**src/rtl/tbird_light_seq_if.sv**
```systemverilog
// ---------------------------------------------------------------------------
// tbird_light_seq_if
//   Switch and lamp bundle between the switch inputs and the Thunderbird
//   tail-light sequencer.
//   master : switch side, drives en/left/right/haz and observes the lamps
//   slave  : sequencer side, drives la/ra/tick/busy
//   en     : run enable (0 freezes the prescaler and the FSM)
//   left   : left-turn request
//   right  : right-turn request
//   haz    : hazard request
//   la     : left lamps, bit0 innermost
//   ra     : right lamps, bit0 innermost
//   tick   : one-clock prescaler tick
//   busy   : sequencer is away from IDLE
// ---------------------------------------------------------------------------
interface tbird_light_seq_if;
    logic       en;
    logic       left;
    logic       right;
    logic       haz;
    logic [2:0] la;
    logic [2:0] ra;
    logic       tick;
    logic       busy;

    modport master (
        output en, left, right, haz,
        input  la, ra, tick, busy
    );

    modport slave (
        input  en, left, right, haz,
        output la, ra, tick, busy
    );
endinterface

```
**src/rtl/tbird_light_seq.sv**
```systemverilog
// ---------------------------------------------------------------------------
// tbird_light_seq
//   Thunderbird tail-light sequencer. A free-running DIV_W-bit prescaler
//   produces a one-clock tick every 2^DIV_W clocks. A Moore FSM advances only
//   on ticks and walks the left or right lamps outward (001, 011, 111), or
//   blinks all six lamps for hazard.
//   clk   : system clock, all flops on posedge
//   rst   : asynchronous active-low reset
//   bus   : slave side of tbird_light_seq_if (en/left/right/haz in,
//           la/ra/tick/busy out)
// ---------------------------------------------------------------------------
module tbird_light_seq #(
    parameter int DIV_W = 4
) (
    input  logic              clk,
    input  logic              rst,
    tbird_light_seq_if.slave  bus
);

    // State encoding; all eight codes are used, but the next-state default
    // still sends anything unexpected back to IDLE on the next tick.
    localparam logic [2:0] S_IDLE = 3'd0;
    localparam logic [2:0] S_L1   = 3'd1;
    localparam logic [2:0] S_L2   = 3'd2;
    localparam logic [2:0] S_L3   = 3'd3;
    localparam logic [2:0] S_R1   = 3'd4;
    localparam logic [2:0] S_R2   = 3'd5;
    localparam logic [2:0] S_R3   = 3'd6;
    localparam logic [2:0] S_HAZ  = 3'd7;

    logic [DIV_W-1:0] cnt_r;
    logic             tick_s;
    logic [2:0]       state_r;
    logic [2:0]       state_nxt_s;
    logic [2:0]       la_s;
    logic [2:0]       ra_s;
    logic             busy_s;

    // Prescaler: counts while enabled, holds otherwise, wraps naturally.
    always_ff @(posedge clk or negedge rst) begin
        if (!rst) begin
            cnt_r <= '0;
        end else if (bus.en) begin
            cnt_r <= cnt_r + DIV_W'(1);
        end else begin
            cnt_r <= cnt_r;
        end
    end

    // Tick is gated by en so a frozen counter parked at all-ones never
    // advances the FSM.
    assign tick_s = bus.en & (&cnt_r);

    // State register.
    always_ff @(posedge clk or negedge rst) begin
        if (!rst) begin
            state_r <= S_IDLE;
        end else begin
            state_r <= state_nxt_s;
        end
    end

    // Next-state logic; requests are only looked at on a tick.
    always_comb begin
        state_nxt_s = state_r;
        if (tick_s) begin
            case (state_r)
                S_IDLE: begin
                    if (bus.haz || (bus.left && bus.right)) begin
                        state_nxt_s = S_HAZ;
                    end else if (bus.left) begin
                        state_nxt_s = S_L1;
                    end else if (bus.right) begin
                        state_nxt_s = S_R1;
                    end else begin
                        state_nxt_s = S_IDLE;
                    end
                end
                // A started turn runs to step 3 even if its request drops;
                // only hazard can cut it short.
                S_L1:    state_nxt_s = bus.haz ? S_HAZ : S_L2;
                S_L2:    state_nxt_s = bus.haz ? S_HAZ : S_L3;
                S_L3:    state_nxt_s = bus.haz ? S_HAZ : S_IDLE;
                S_R1:    state_nxt_s = bus.haz ? S_HAZ : S_R2;
                S_R2:    state_nxt_s = bus.haz ? S_HAZ : S_R3;
                S_R3:    state_nxt_s = bus.haz ? S_HAZ : S_IDLE;
                // Leaving HAZ unconditionally gives the 1-on/1-off blink.
                S_HAZ:   state_nxt_s = S_IDLE;
                default: state_nxt_s = S_IDLE;
            endcase
        end else begin
            state_nxt_s = state_r;
        end
    end

    // Moore output decode from the state flops only.
    always_comb begin
        la_s   = 3'b000;
        ra_s   = 3'b000;
        busy_s = (state_r != S_IDLE);
        case (state_r)
            S_IDLE:  begin la_s = 3'b000; ra_s = 3'b000; end
            S_L1:    begin la_s = 3'b001; ra_s = 3'b000; end
            S_L2:    begin la_s = 3'b011; ra_s = 3'b000; end
            S_L3:    begin la_s = 3'b111; ra_s = 3'b000; end
            S_R1:    begin la_s = 3'b000; ra_s = 3'b001; end
            S_R2:    begin la_s = 3'b000; ra_s = 3'b011; end
            S_R3:    begin la_s = 3'b000; ra_s = 3'b111; end
            S_HAZ:   begin la_s = 3'b111; ra_s = 3'b111; end
            default: begin la_s = 3'b000; ra_s = 3'b000; end
        endcase
    end

    assign bus.la   = la_s;
    assign bus.ra   = ra_s;
    assign bus.busy = busy_s;
    assign bus.tick = tick_s;

endmodule

```
**src/flat_wrapper.sv**
```systemverilog
// flat-port wrapper written by rule: the top's interface ports become plain ports
module tbird_light_seq_flat 
#(
    parameter int DIV_W = 4
)
  (clk, rst, bus_en, bus_left, bus_right, bus_haz, bus_la, bus_ra, bus_tick, bus_busy);
  tbird_light_seq_if bus_i ();
  input  logic clk;
  input  logic rst;
  input wire logic [$bits(bus_i.en)-1:0] bus_en;
  input wire logic [$bits(bus_i.left)-1:0] bus_left;
  input wire logic [$bits(bus_i.right)-1:0] bus_right;
  input wire logic [$bits(bus_i.haz)-1:0] bus_haz;
  output wire logic [$bits(bus_i.la)-1:0] bus_la;
  output wire logic [$bits(bus_i.ra)-1:0] bus_ra;
  output wire logic [$bits(bus_i.tick)-1:0] bus_tick;
  output wire logic [$bits(bus_i.busy)-1:0] bus_busy;
  assign bus_i.en = bus_en;
  assign bus_i.left = bus_left;
  assign bus_i.right = bus_right;
  assign bus_i.haz = bus_haz;
  assign bus_la = bus_i.la;
  assign bus_ra = bus_i.ra;
  assign bus_tick = bus_i.tick;
  assign bus_busy = bus_i.busy;
  tbird_light_seq #(.DIV_W(DIV_W)) u_core (.clk(clk), .rst(rst), .bus(bus_i));
endmodule
```
**config.mk**
```make
export PLATFORM = sky130hd
export DESIGN_NAME = tbird_light_seq_flat
export DESIGN_NICKNAME = d
export VERILOG_FILES = /design/src/rtl/tbird_light_seq_if.sv /design/src/rtl/tbird_light_seq.sv /design/src/flat_wrapper.sv
export SDC_FILE = /design/constraint.sdc
export NUM_CORES = 1
export LEC_CHECK = 0
export CAP_MARGIN = 5
export CORE_AREA = 3 3 40 42
export CTS_CLUSTER_SIZE = 16
export DETAILED_ROUTE_END_ITERATION = 12
export DIE_AREA = 0 0 43 45
export SYNTH_ARGS = -nofsm -noshare
export SYNTH_HDL_FRONTEND = slang
export SYNTH_SLANG_ARGS = --single-unit
```
**constraint.sdc**
```tcl
create_clock -name clk -period 1.3 [get_ports clk]
set_input_delay 0.195 -clock clk [delete_from_list [all_inputs] [get_ports clk]]
set_output_delay 0.195 -clock clk [all_outputs]
set_load 0.005 [all_outputs]
```
==> impl_metrics.env <==
export IMPL_outcome="complete, but fails checks"
export IMPL_failed_checks="setup timing"
export IMPL_diodes=0
export IMPL_cts_sinks=7
export IMPL_cts_buffers=3
export IMPL_worstSetupStartpointType="register"
export IMPL_clkTransAtPathRegs_ps=50
export IMPL_clockBufferDepth=2
export IMPL_port_buffers=13
export IMPL_avgSynthCellArea_um2=9.54
export IMPL_crit_required_ps=1430
export IMPL_period_minus_slack_ps=1350
export IMPL_ys_top_cells_by_area="dfrtp_1, nor2_1, xnor2_1, a21oi_1, a21o_1"
export IMPL_cts_tree="yes"
export IMPL_rsz0062_at_grt="yes"
export IMPL_period_share=1.04
export IMPL_report_final_setup_viol=2
export IMPL_r2r_slack_ps=-50
export IMPL_finalMaxSlewViolations=0
export IMPL_holdCritPathClass="input port to async pin"
export IMPL_synth_seq_cells=7
export IMPL_grt_pass1_vias=427
export IMPL_crit_type="register to register"
export IMPL_synth_simple_area_share=0.201
export IMPL_syn2layout_area_growth_pct=84.5
export IMPL_hold_violations=0
export IMPL_route_antenna_remaining_nets=0
export IMPL_slew_headroom=0.784
export IMPL_tightest_slew_ps=323
export IMPL_routed_wl_mm=1.04
export IMPL_yosys_warnings=0
export IMPL_grt_start_max_net_pins=8
export IMPL_ctsHtreeMaxLevel=1
export IMPL_start_util=0.319
export IMPL_vdd_drop_max_uv=1170
export IMPL_syn_inst=43
export IMPL_die_area_mm2=0.00194
export IMPL_fin_skew_ps=5.70
export IMPL_clkLatencyLatePin_ps=250
export IMPL_drv_cap=0
export IMPL_grt_pass1_wl_mm=1.69
export IMPL_clockRootBuffer="clkbuf_4"
export IMPL_viasPerCell=4.46
export IMPL_final_util=0.589
export IMPL_antenna_found_initial=0
export IMPL_fin_ws_ps=-50.1
export IMPL_multiInputGateArea_um2=265
export IMPL_drive_gt1_frac=0.566
export IMPL_die_w_um=43
export IMPL_synth_mux_area_frac=0.0274
export IMPL_first_pass_iters=3
export IMPL_num_rows=13
export IMPL_worst_path_max_fanout=6
export IMPL_dieHeight_um=45
export IMPL_yosys_area_share_adder=0.0549
export IMPL_hpwl_um=748
export IMPL_grt_use_total=0.123
export IMPL_synth_xor_area_frac=0.0640
export IMPL_coreArea_mm2=0.00128
export IMPL_gp_congestion=0.704
export IMPL_regArea_um2=175
export IMPL_nets=84
export IMPL_drt_first_iter_violations=2
export IMPL_max_clock_freq_mhz=741
export IMPL_netlist_area_leader_share=0.427
export IMPL_synth_top_family_by_area="simple AND/OR/NAND/NOR gates"
export IMPL_drcViolationCount=0
export IMPL_wl_per_cell_um=11.5
export IMPL_worstPathArrival_ps=1480
export IMPL_ys_seq_area_frac=0.427
export IMPL_finalNonFillerCells=91
export IMPL_synth_compound_area_share=0.168
export IMPL_overflow=0
export IMPL_crit_path_end_kind="register"
export IMPL_vias=406
export IMPL_synth_largest_area_cell="dfrtp_1"
export IMPL_power_density_mw_per_mm2=1720
export IMPL_ys_types=24
export IMPL_fillers=114
export IMPL_syn_num_nets=50
export IMPL_syn_area_um2=410
export IMPL_ios=14
export IMPL_p_leak_uw=0.000357
export IMPL_dp_cells=81
==> worst paths after layout <==
| kind | startpoint | endpoint | cells after the start |
|---|---|---|---|
| max reg2reg | u_core.state_r[1] | u_core.state_r[0] | 4 |
| min in group clk | u_core.cnt_r[3] | u_core.cnt_r[3] | 1 |
| max | u_core.state_r[1] | u_core.state_r[0] | 4 |
| max in group asynchronous | rst | u_core.cnt_r[1] | 1 |
| min reg2reg | u_core.cnt_r[3] | u_core.cnt_r[3] | 1 |
| min | rst | u_core.cnt_r[0] | 1 |
==> state kept, by name, summed over array words and instances, names as in the netlist <==
| signal | flops |
|---|---|
| u_core.state_r | 3 |
| u_core.cnt_r | 4 |
==> cell families after synthesis <==
logic type      Yosys count
compound gates           10
xor+xnor                  3
buf+inv                   5
mux                       1
simple gates             15
flops                     7
fa+ha+maj                 2
==> worst max-delay path, cell delays in order, from the launching register on <==
cell and delay (ps):
dfrtp_1 380, buf_6 140, or4_4 520, a21oi_4 160, a221oi_2 40
==> synthesized netlist by cell type <==
cell / instances
dfrtp_1: 7
nor2_1: 5
nand2_1: 4
a21oi_1: 3
a21o_1: 2
and2_2: 2
inv_1: 2
xnor2_1: 2
a21boi_0: 1
a221oi_1: 1
a31oi_1: 1
buf_2: 1
buf_4: 1
ha_1: 1
inv_2: 1
maj3_1: 1
mux2_2: 1
nand3b_1: 1
nand4_1: 1
nand4_2: 1
o22a_2: 1
o22ai_1: 1
or4_1: 1
xor2_1: 1
==> layout make-up <==
| class | instances | share of cell area |
|---|---|---|
| multi-input cells | 31 | 0.350 |
| well taps | 15 | 0.0248 |
| flip-flops and latches | 7 | 0.231 |
| inverters | 3 | 0.0149 |
| repair buffers | 31 | 0.344 |
| clock buffers | 4 | 0.0347 |
==> placed cells by master, fill, tap and decap left out, types with 2 or more instances in the layout <==
master and instances:
nand2_1 4, clkbuf_2 2, clkbuf_4 3, a21o_1 2, clkdlybuf4s50_1 5, buf_4 13, buf_2 3, a21oi_1 2
nor2_1 3, inv_2 2, dfrtp_1 7, buf_6 7, xnor2_1 2
==> metrics by stage <==
stage | setup TNS [ps] | setup WS (ps) | total power [uW] | hold WS, ps | cell area [um2]
final | -65.4 | -50.1 | 1310 | 210 | 757
after global routing | -297 | -113 | 1420 | 214 | 757
after CTS | -181 | -76.4 | 1230 | 211 | 697
after detailed placement | -1070 | -284 | 959 | 475 | 637
after global placement | -991 | -280 | 951 | 474 | 637
after floorplan | 0 | 25.7 | 639 | -101 | 410
==> timing repair <==
item | in CTS | in global routing
pin swaps | 5 | 7
setup buffers | 2 | 4
endpoints found under the setup margin | 10 | 8
gates resized for setup | 38 | 10
hold buffers | 0 | 0
==> metal layers <==
layer  vias to the layer above  global-route usage  share of wire
li1                        219                   -              -
met1                       186               0.153           0.47
met2                         1               0.192           0.53
met3                         0              0.0239         0.0038
met4                         0              0.0843              0
met5                         -                   0              0
==> report_power, final <==
part	internal, uW	leakage [uW]	switching [uW]	total [uW]
Combinational	449	0.000260	286	735
Sequential	311	0.0000813	69.6	380
Clock	117	0.0000150	72.8	189
Total	876	0.000357	429	1310
(Power assumes the default switching activity.)
